## src/rtl/mc_controller.sv

```systemverilog
// rtl/mc_controller.sv - multi-cycle instruction controller FSM
//
// Purpose: sequences FETCH/DECODE/EXEC/MEM/WB for a single-issue core.
// It decodes the latched instruction register into datapath selects and
// register addresses. Data-memory accesses that never complete are aborted
// with a sticky mem_error flag.
// Optional feature: define PERF_CNT_EN to add cycle_count/retire_count.
//
// Ports:
//   clock, reset                         clock, async active-low reset
//   ir, IM_ready, DM_ready               instruction word, memory handshakes
//   enable_pc, IM_enable, DM_enable,     PC and memory strobes
//   DM_read, DM_write
//   do_reg_fetch, enable_execute,        datapath phase strobes
//   do_reg_write
//   imm_reg_select, mux4to1_select,      datapath selects
//   write_reg_select
//   opcode, read_address1/2,             fields of the latched instruction
//   write_address, imm_5bit
//   state, mem_error                     current state, sticky timeout flag
//   cycle_count, retire_count            performance counters (PERF_CNT_EN)
//
// Opcode map (ir[30:25], hex):
//   NOP 00, ADD 01, SUB 02, AND 03, OR 04, XOR 05, SRLI 06, SLLI 07,
//   ROTRI 08, ADDI 09, ORI 0A, XORI 0B, MOVI 0C, LWI 0D, SWI 0E, LW 0F, SW 10.
//   Every other code behaves as a no-op.
module mc_controller #(
  parameter int MEM_TIMEOUT = 15,
  parameter int CNT_W       = 32
) (
  input  logic        clock,
  input  logic        reset,
  input  logic [31:0] ir,
  input  logic        IM_ready,
  input  logic        DM_ready,
  output logic        enable_pc,
  output logic        IM_enable,
  output logic        DM_enable,
  output logic        DM_read,
  output logic        DM_write,
  output logic        do_reg_fetch,
  output logic        enable_execute,
  output logic        do_reg_write,
  output logic [1:0]  imm_reg_select,
  output logic [1:0]  mux4to1_select,
  output logic [1:0]  write_reg_select,
  output logic [5:0]  opcode,
  output logic [4:0]  read_address1,
  output logic [4:0]  read_address2,
  output logic [4:0]  write_address,
  output logic [4:0]  imm_5bit,
  output logic [2:0]  state,
  output logic        mem_error
`ifdef PERF_CNT_EN
  ,
  output logic [CNT_W-1:0] cycle_count,
  output logic [CNT_W-1:0] retire_count
`endif
);

  typedef enum logic [2:0] {
    S_FETCH  = 3'd0,
    S_DECODE = 3'd1,
    S_EXEC   = 3'd2,
    S_MEM    = 3'd3,
    S_WB     = 3'd4
  } state_t;

  localparam logic [5:0] OP_ADD   = 6'h01;
  localparam logic [5:0] OP_SUB   = 6'h02;
  localparam logic [5:0] OP_AND   = 6'h03;
  localparam logic [5:0] OP_OR    = 6'h04;
  localparam logic [5:0] OP_XOR   = 6'h05;
  localparam logic [5:0] OP_SRLI  = 6'h06;
  localparam logic [5:0] OP_SLLI  = 6'h07;
  localparam logic [5:0] OP_ROTRI = 6'h08;
  localparam logic [5:0] OP_ADDI  = 6'h09;
  localparam logic [5:0] OP_ORI   = 6'h0A;
  localparam logic [5:0] OP_XORI  = 6'h0B;
  localparam logic [5:0] OP_MOVI  = 6'h0C;
  localparam logic [5:0] OP_LWI   = 6'h0D;
  localparam logic [5:0] OP_SWI   = 6'h0E;
  localparam logic [5:0] OP_LW    = 6'h0F;
  localparam logic [5:0] OP_SW    = 6'h10;

  // Wait-counter value of the last MEM cycle allowed before abort.
  localparam logic [7:0] WAIT_LAST = 8'(MEM_TIMEOUT - 1);

  state_t      cur;
  logic [31:0] instr;
  logic [7:0]  wait_cnt;
  logic        is_wb_op;
  logic        is_load;
  logic        is_store;

  assign state         = cur;
  assign opcode        = instr[30:25];
  assign write_address = instr[24:20];
  assign read_address1 = instr[19:15];
  assign read_address2 = instr[14:10];
  assign imm_5bit      = instr[14:10];

  // Bits outside the decoded fields are carried in the register but unused.
  logic unused_bits;
  assign unused_bits = ^{instr[31], instr[9:0]};

  // The PC advances in the very cycle the fetch completes, so this strobe
  // is the one output that follows IM_ready combinationally.
  assign enable_pc = (cur == S_FETCH) && IM_enable && IM_ready;

  always_comb begin
    imm_reg_select   = 2'b00;
    mux4to1_select   = 2'b00;
    write_reg_select = 2'b00;
    is_wb_op         = 1'b0;
    is_load          = 1'b0;
    is_store         = 1'b0;
    case (opcode)
      OP_ADD, OP_SUB, OP_AND, OP_OR, OP_XOR: is_wb_op = 1'b1;
      OP_SRLI, OP_SLLI, OP_ROTRI: begin
        is_wb_op       = 1'b1;
        imm_reg_select = 2'b01;
      end
      OP_ADDI: begin
        is_wb_op       = 1'b1;
        imm_reg_select = 2'b01;
        mux4to1_select = 2'b01;
      end
      OP_ORI, OP_XORI: begin
        is_wb_op       = 1'b1;
        imm_reg_select = 2'b01;
        mux4to1_select = 2'b10;
      end
      OP_MOVI: begin
        is_wb_op         = 1'b1;
        imm_reg_select   = 2'b01;
        mux4to1_select   = 2'b11;
        write_reg_select = 2'b01;
      end
      OP_LWI: begin
        is_load          = 1'b1;
        imm_reg_select   = 2'b10;
        write_reg_select = 2'b10;
      end
      OP_SWI: begin
        is_store       = 1'b1;
        imm_reg_select = 2'b10;
      end
      OP_LW: begin
        is_load          = 1'b1;
        imm_reg_select   = 2'b11;
        write_reg_select = 2'b10;
      end
      OP_SW: begin
        is_store       = 1'b1;
        imm_reg_select = 2'b11;
      end
      default: ;
    endcase
  end

  // Strobes are registered alongside the state: every transition raises the
  // strobes of the state being entered. After reset the FSM sits in FETCH
  // with IM_enable low; the first clock opens the fetch.
  always_ff @(posedge clock or negedge reset) begin
    if (!reset) begin
      cur            <= S_FETCH;
      instr          <= '0;
      wait_cnt       <= '0;
      mem_error      <= 1'b0;
      IM_enable      <= 1'b0;
      DM_enable      <= 1'b0;
      DM_read        <= 1'b0;
      DM_write       <= 1'b0;
      do_reg_fetch   <= 1'b0;
      enable_execute <= 1'b0;
      do_reg_write   <= 1'b0;
    end else begin
      IM_enable      <= 1'b0;
      DM_enable      <= 1'b0;
      DM_read        <= 1'b0;
      DM_write       <= 1'b0;
      do_reg_fetch   <= 1'b0;
      enable_execute <= 1'b0;
      do_reg_write   <= 1'b0;
      case (cur)
        S_FETCH: begin
          if (IM_enable && IM_ready) begin
            instr        <= ir;
            cur          <= S_DECODE;
            do_reg_fetch <= 1'b1;
          end else begin
            IM_enable <= 1'b1;
          end
        end
        S_DECODE: begin
          cur            <= S_EXEC;
          enable_execute <= 1'b1;
        end
        S_EXEC: begin
          if (is_load || is_store) begin
            cur       <= S_MEM;
            DM_enable <= 1'b1;
            DM_read   <= is_load;
            DM_write  <= is_store;
            wait_cnt  <= '0;
          end else if (is_wb_op) begin
            cur          <= S_WB;
            do_reg_write <= 1'b1;
          end else begin
            cur       <= S_FETCH;
            IM_enable <= 1'b1;
          end
        end
        S_MEM: begin
          // A DM_ready arriving in the last allowed cycle still completes.
          if (DM_ready) begin
            if (is_load) begin
              cur          <= S_WB;
              do_reg_write <= 1'b1;
            end else begin
              cur       <= S_FETCH;
              IM_enable <= 1'b1;
            end
          end else if (wait_cnt == WAIT_LAST) begin
            mem_error <= 1'b1;
            cur       <= S_FETCH;
            IM_enable <= 1'b1;
          end else begin
            wait_cnt  <= wait_cnt + 8'd1;
            DM_enable <= 1'b1;
            DM_read   <= is_load;
            DM_write  <= is_store;
          end
        end
        S_WB: begin
          cur       <= S_FETCH;
          IM_enable <= 1'b1;
        end
        default: begin
          cur       <= S_FETCH;
          IM_enable <= 1'b1;
        end
      endcase
    end
  end

`ifdef PERF_CNT_EN
  // An instruction retires when the FSM returns to FETCH through its normal
  // path; a MEM timeout returns without retiring.
  logic retire;
  assign retire = (cur == S_WB) ||
                  ((cur == S_EXEC) && !is_load && !is_store && !is_wb_op) ||
                  ((cur == S_MEM) && DM_ready && is_store);

  always_ff @(posedge clock or negedge reset) begin
    if (!reset) begin
      cycle_count  <= '0;
      retire_count <= '0;
    end else begin
      cycle_count <= cycle_count + CNT_W'(1);
      if (retire) retire_count <= retire_count + CNT_W'(1);
    end
  end
`else
  logic [CNT_W-1:0] unused_cnt;
  assign unused_cnt = '0;
`endif

endmodule

```

## config.mk

```make
export PLATFORM = sky130hd
export DESIGN_NAME = mc_controller
export DESIGN_NICKNAME = d
export VERILOG_FILES = /design/src/rtl/mc_controller.sv
export SDC_FILE = /design/constraint.sdc
export NUM_CORES = 1
export LEC_CHECK = 0
export ABC_AREA = 1
export CAP_MARGIN = 40
export CORE_MARGIN = 2
export CORE_UTILIZATION = 45
export CTS_BUF_LIST = sky130_fd_sc_hd__clkbuf_8
export CTS_CLUSTER_DIAMETER = 50
export DETAILED_ROUTE_END_ITERATION = 8
export GPL_ROUTABILITY_DRIVEN = 1
export PLACE_DENSITY = 0.82
export SYNTH_ARGS = -nofsm -noshare
export SYNTH_HDL_FRONTEND = slang
export SYNTH_SLANG_ARGS = --single-unit
```

## constraint.sdc

```tcl
create_clock -name clock -period 1.9 [get_ports clock]
set_input_delay 0.38 -clock clock [delete_from_list [all_inputs] [get_ports clock]]
set_output_delay 0.38 -clock clock [all_outputs]
set_load 0.03 [all_outputs]
```

==> flow_metrics.py, run 1 <==
metrics = {
    "outcome": {
        "status": "finished with violations",
        "violations": "negative setup slack",
    },
    "clock_tree": {
        "cts_tree": "built",
        "clkSinkCount": 40,
        "cts_buffers": 5,
        "clk_pin_slew_ps": 80,
        "clk_path_buf_depth": 2,
        "htreeDepth": 2,
        "clockRootBuffer": "clkbuf_8",
        "ctsHoldBuffers": 0,
        "clk_latency_ps": 300,
    },
    "yosys": {
        "syn-num-nets": 298,
        "ys_seq_elements": 40,
        "synth-async-reset-ratio_pct": 100,
        "synth_edf_count": 0,
        "yosysSeqAreaShare_pct": 49.4,
        "ys.flop_type": "dfrtp_1",
        "synth_area_leaders": "dfrtp_1 (49%), nand2_1 (20%), inv_1 (4.8%)",
        "synthTopCellsByCount": "nand2_1 (106), dfrtp_1 (40), inv_1 (26)",
        "syn_inst": 260,
        "syn_avg_cell_area_um2": 7.80,
        "synth_area_mm2": 0.00203,
        "synth_top_area_cell": "dfrtp_1",
        "synth_top_area_share_pct": 49.4,
        "ys_warn_count": 0,
        "ys_types": 24,
        "yosysMostFrequentCell": "nand2_1",
    },
    "pwr": {
        "p_int_w": 0.00249,
        "seq_power_share_pct": 30.4,
        "ir_drop_mv": 0.946,
        "power_leakage_nw": 1.46,
        "p_sw_w": 0.00209,
        "switching_share_pct": 45.6,
        "power_density_mw_per_mm2": 1590,
        "p_comb_share_pct": 54.4,
        "clkPwrFrac_pct": 15.2,
        "power_w": 0.00458,
    },
    "critical_path": {
        "rr_startpoint": "wait_cnt[0]",
        "worstPathMaxFanout": 6,
        "crit_type": "reg -> out",
        "cp-startpoint": "instr[26]",
        "critPathCaptureType": "primary output",
        "worstPathArrival_ps": 1530,
        "cp-start-kind": "register",
        "required_ps": 1520,
    },
    "sta": {
        "tns_ps": -12.4,
        "slew_headroom_pct": 66.7,
        "fin_ws_ps": -12.4,
        "timing.fmax_ghz": 0.523,
        "worst_clock_skew_ps": 8.37,
        "slew_violations": 0,
        "rsz0062_at_grt": "true",
        "setup_viol": 1,
        "worst_pin_slew_ps": 499,
        "post-route-period-util_pct": 101,
        "fin_crit_ps": 1910,
        "hold_viol_final": 0,
    },
    "floorplanning": {
        "ios": 80,
        "die_y_um": 71.1,
        "core_mm2": 0.00435,
        "die_area_mm2": 0.00506,
        "die_w_um": 71.1,
        "start_util_pct": 46.6,
        "placementRows": 24,
    },
    "finish": {
        "syn2layout_area_growth_pct": 41.6,
        "final_cells": 383,
        "fillers": 375,
        "post_route_cells_drive_above_1_share_pct": 14.5,
        "post-route-util_pct": 66.0,
        "nets": 368,
        "num_antenna_cells": 0,
    },
    "global_route": {
        "overflow": 0,
        "antenna_found_initial": 0,
        "grt_pass1_wl_mm": 7.79,
        "grt_usage_pct": 19.5,
        "grt_pass1_vias": 1736,
        "grt_max_degree": 41,
    },
    "placed_design": {
        "place_hpwl_mm": 3.27,
        "routabilityCongestion": 0.878,
        "place_ws_ps": 236,
        "dp.cells": 372,
        "io_buffers": 68,
    },
    "run": {
        "drv_cap": 0,
    },
    "detailed_routing": {
        "vias_per_cell": 4.89,
        "ant_nets": 0,
        "vias": 1871,
        "dr.first_iter.drc_count": 133,
        "route.detailed.drc": 0,
        "first_pass_iters": 4,
        "wl_mm": 4.71,
        "wl_per_cell_um": 12.3,
    },
    "hold_path": {
        "hold_class": "in -> async",
    },
}
-- final cells by class --
class	count	area, um2	share of cell area, %
clock inverter	3	42.5	1.48
sequential	40	1010	35.1
tap	52	65.1	2.26
timing repair buffer	73	711	24.7
multi-input combinational	182	872	30.4
clock buffer	5	68.8	2.40
inverter	28	105	3.66
-- power groups by stage --
| stage | clock network, W | registers [W] | logic (W) |
|---|---|---|---|
| after detailed placement | 0 | 0.00140 | 0.00242 |
| after CTS | 0.000716 | 0.00139 | 0.00245 |
| after global placement | 0 | 0.00139 | 0.00239 |
| final | 0.000696 | 0.00139 | 0.00249 |
| after floorplan | 0 | 0.00192 | 0.000991 |
| after global routing | 0.000746 | 0.00143 | 0.00266 |
-- worst max-delay path: stages, from the launching register on --
cell and delay, ps:
dfrtp_2 450, nor2_2 220, nand2_1 160, nand2_2 130, nor2_4 50, nand4_1 80, buf_6 140
-- metrics by stage --
stage	hold slack, ps	area [um2]
after floorplan	84.4	2040
after global placement	455	2710
after detailed placement	460	2710
after CTS	147	2840
after global routing	174	2870
final	132	2870
-- routing by layer --
layer | wire length (um) | share of wire [%] | global-route usage, %
met1 | 1980 | 42 | 24.9
met2 | 2410 | 51 | 32.9
met3 | 257 | 5.5 | 4.42
met4 | 65 | 1.4 | 6.71
met5 | 0 | 0 | 0
-- kinds of logic after synthesis --
kind of cell,Yosys count,share of synthesized area (%)
flops,40,49.4
xor+xnor,2,0.864
fa+ha+maj,2,1.23
simple gates,166,36.2
buf+inv,38,9.01
compound gates,12,3.33
-- placed cells by master (no fill, tap or decap), drive strengths merged, types with 2 or more instances in the layout --
cell type / netlist / layout
o21bai: 2 / 2
o21ai: 7 / 7
ha: 2 / 2
dfrtp: 40 / 40
inv: 28 / 28
buf: 10 / 13
nor3: 3 / 3
nand3: 20 / 20
clkdlybuf4s50: 0 / 59
nor2: 27 / 27
a21oi: 2 / 2
nand4: 4 / 4
clkbuf: 0 / 5
nand2: 112 / 112
-- state kept, by name, summed over array words and instances, names as in the netlist --
| register | count |
|---|---|
| DM_write | 1 |
| state | 3 |
| DM_enable | 1 |
| do_reg_write | 1 |
| IM_enable | 1 |
| wait_cnt | 8 |
| DM_read | 1 |
| enable_execute | 1 |
| instr | 21 |
| mem_error | 1 |
| do_reg_fetch | 1 |
-- timing repair --
action	in CTS	in global routing
hold endpoints to repair	0	0
setup buffers	1	2
setup endpoints to repair	2	2
pin swaps	2	2
gates resized for setup	6	5
-- final timing paths --
| kind | endpoint | slack [ps] | cells past startpoint |
|---|---|---|---|
| worst max-delay path | imm_reg_select[0] | -10 | 6 |
| worst min-delay path | instr[13] | 130 | 2 |
| worst max register to register | wait_cnt[7] | 220 | 9 |
| worst min register to register | instr[15] | 480 | 2 |
| max in group asynchronous | instr[25] | 1400 | 2 |
| min in group clock | instr[15] | 480 | 2 |
Note: power is estimated with default switching activity, not from simulation.
==> run 2: changes to the inputs <==
- RECOVER_POWER: default -> 50
==> run 2 against run 1 <==
The run still ends with negative setup slack left. Via count did not move. Clock-buffer cell count unchanged. Setup slack about the same. Routed wire length unchanged. Sequential power hardly changed. First-iteration DRC count unchanged. Combinational power barely moved. Non-clock buffer count did not move. Sequential share of layout area is 0.061 points higher. Clock power is essentially flat. Global-route usage unchanged.
==> flow_metrics.py, run 2 (synthesis gave the netlist of run 1 again) <==
metrics = {
    "outcome": {
        "status": "finished with violations",
        "violations": "negative setup slack",
    },
    "detailed_routing": {
        "dr.first_iter.drc_count": 133,
        "wl_mm": 4.71,
        "route.detailed.drc": 0,
        "wl_per_cell_um": 12.3,
        "vias_per_cell": 4.89,
        "first_pass_iters": 4,
        "ant_nets": 0,
        "vias": 1871,
    },
    "global_route": {
        "grt_pass1_vias": 1736,
        "overflow": 0,
        "grt_usage_pct": 19.5,
        "grt_max_degree": 41,
        "grt_pass1_wl_mm": 7.79,
        "antenna_found_initial": 0,
    },
    "pwr": {
        "p_int_w": 0.00249,
        "clkPwrFrac_pct": 15.2,
        "p_comb_share_pct": 54.4,
        "power_density_mw_per_mm2": 1590,
        "power_leakage_nw": 1.46,
        "power_w": 0.00457,
        "p_sw_w": 0.00208,
        "ir_drop_mv": 0.946,
        "switching_share_pct": 45.6,
        "seq_power_share_pct": 30.4,
    },
    "critical_path": {
        "slowest_stage": "dfrtp_2",
        "worstPathArrival_ps": 1530,
        "reg2reg_depth": 9,
        "reg2reg_slack_ps": 220,
        "cp_num_buf_inv": 1,
        "worstPathMaxFanout": 6,
        "required_ps": 1520,
        "crit_type": "reg -> out",
        "critPathCaptureType": "primary output",
        "rr_startpoint": "wait_cnt[0]",
        "crit_chain": "nor2_2, nand2_1, nand2_2, nor2_4, nand4_1, buf_6",
        "r2r-end": "wait_cnt[7]",
        "worst-path-stages": 6,
        "cp-start-kind": "register",
        "critPathCapture": "imm_reg_select[0]",
        "path_delay_family": "simple AND/OR/NAND/NOR gates",
        "cp-startpoint": "instr[26]",
        "crit_path_max_incr_delay_ps": 450,
    },
    "clock_tree": {
        "cts_tree": "built",
        "clk_latency_ps": 300,
        "clkSinkCount": 40,
        "cts_buffers": 5,
        "clk_pin_slew_ps": 80,
        "clockRootBuffer": "clkbuf_8",
        "htreeDepth": 2,
        "clk_path_buf_depth": 2,
        "ctsHoldBuffers": 0,
    },
    "sta": {
        "rsz0062_at_grt": "true",
        "hold_viol_final": 0,
        "fin_ws_ps": -12.4,
        "post-route-period-util_pct": 101,
        "worst_clock_skew_ps": 8.37,
        "slew_violations": 0,
        "setup_viol": 1,
        "fin_crit_ps": 1910,
        "worst_pin_slew_ps": 979,
        "tns_ps": -12.4,
        "slew_headroom_pct": 34.7,
        "timing.fmax_ghz": 0.523,
    },
    "finish": {
        "syn2layout_area_growth_pct": 41.4,
        "regMostFlops": "instr",
        "post-route-util_pct": 65.9,
        "fillers": 376,
        "seqCellArea_mm2": 0.00101,
        "post_route_cells_drive_above_1_share_pct": 14.2,
        "layout.cells.most_common": "nand2_1",
        "num_antenna_cells": 0,
        "design_area_mm2": 0.00287,
        "multiInputGateArea_um2": 870,
        "largest_register_ffs": 21,
        "nets": 368,
        "final_cell_mix": "nand2_1 (105), clkdlybuf4s50_1 (59), dfrtp_1 (34)",
    },
    "floorplanning": {
        "die_area_mm2": 0.00506,
        "ios": 80,
        "die_w_um": 71.1,
        "placementRows": 24,
        "start_util_pct": 46.6,
        "core_mm2": 0.00435,
        "die_y_um": 71.1,
    },
    "placed_design": {
        "io_buffers": 68,
        "routabilityCongestion": 0.878,
        "place_ws_ps": 236,
        "place_hpwl_mm": 3.27,
        "place_area_mm2": 0.00271,
    },
    "run": {
        "drv_cap": 0,
    },
    "hold_path": {
        "hold_class": "in -> async",
    },
}
[run 2: cell types whose count changed in the layout (fill, tap and decap cells not counted)]
cell	previous run	this run
buf_4	10	9
clkbuf_2	0	1
nand2_1	104	105
nand2_2	8	7
[run 2: stage by stage]
stage | hold slack (ps) | std cells
finish | 314 | 383
detailed placement | 460 | 372
global route | 410 | 383
CTS | 147 | 381
floorplan | 84.4 | 260
global placement | 455 | 372
[run 2: power groups by stage]
stage | clock network (W) | logic [W] | registers (W)
2_1_floorplan | 0 | 0.000991 | 0.00192
6_report | 0.000696 | 0.00249 | 0.00139
5_1_grt | 0.000746 | 0.00265 | 0.00143
4_1_cts | 0.000716 | 0.00245 | 0.00139
3_5_place_dp | 0 | 0.00242 | 0.00140
3_3_place_gp | 0 | 0.00239 | 0.00139
[run 2: worst min-delay path by stage]
stage / slack (ps) / cells past startpoint / start / to
after floorplan: 80 / 0 / reset / DM_enable
after global placement: 450 / 2 / instr[19] / instr[19]
after detailed placement: 460 / 2 / instr[15] / instr[15]
after CTS: 150 / 2 / reset / instr[13]
after global routing: 410 / 2 / reset / instr[11]
final: 310 / 2 / reset / instr[13]
[run 2: timing repair]
item / in CTS / in global routing
cloned: 0 / 0
buffers inserted: 1 / 2
resized for setup: 6 / 5
pin swaps: 2 / 2
setup endpoints to repair: 2 / 2
[run 2: area by class of cell]
type                    count  area share, %
well taps                  52           2.27
multi-input cells         182           30.3
flip-flops and latches     40           35.2
repair buffers             73           24.7
inverters                  28           3.66
clock inverters             3           1.48
clock buffers               5           2.40
[run 2: layer usage]
layer	global-route usage, %	share of wire, %	wire (um)	vias to the layer above
met1	24.9	42	1980	875
met2	32.9	51	2410	56
li1	-	-	-	934
met4	6.71	1.4	65	0
met5	0	0	0	-
met3	4.42	5.5	257	6
[run 2: worst reg2reg max path: cells and delay by family (launching register included)]
family                   cells  cell delay (ps)
buffers and inverters        2              120
flip-flops                   1              430
adder cells (fa/ha/maj)      1              140
AND/OR/NAND/NOR              6              870
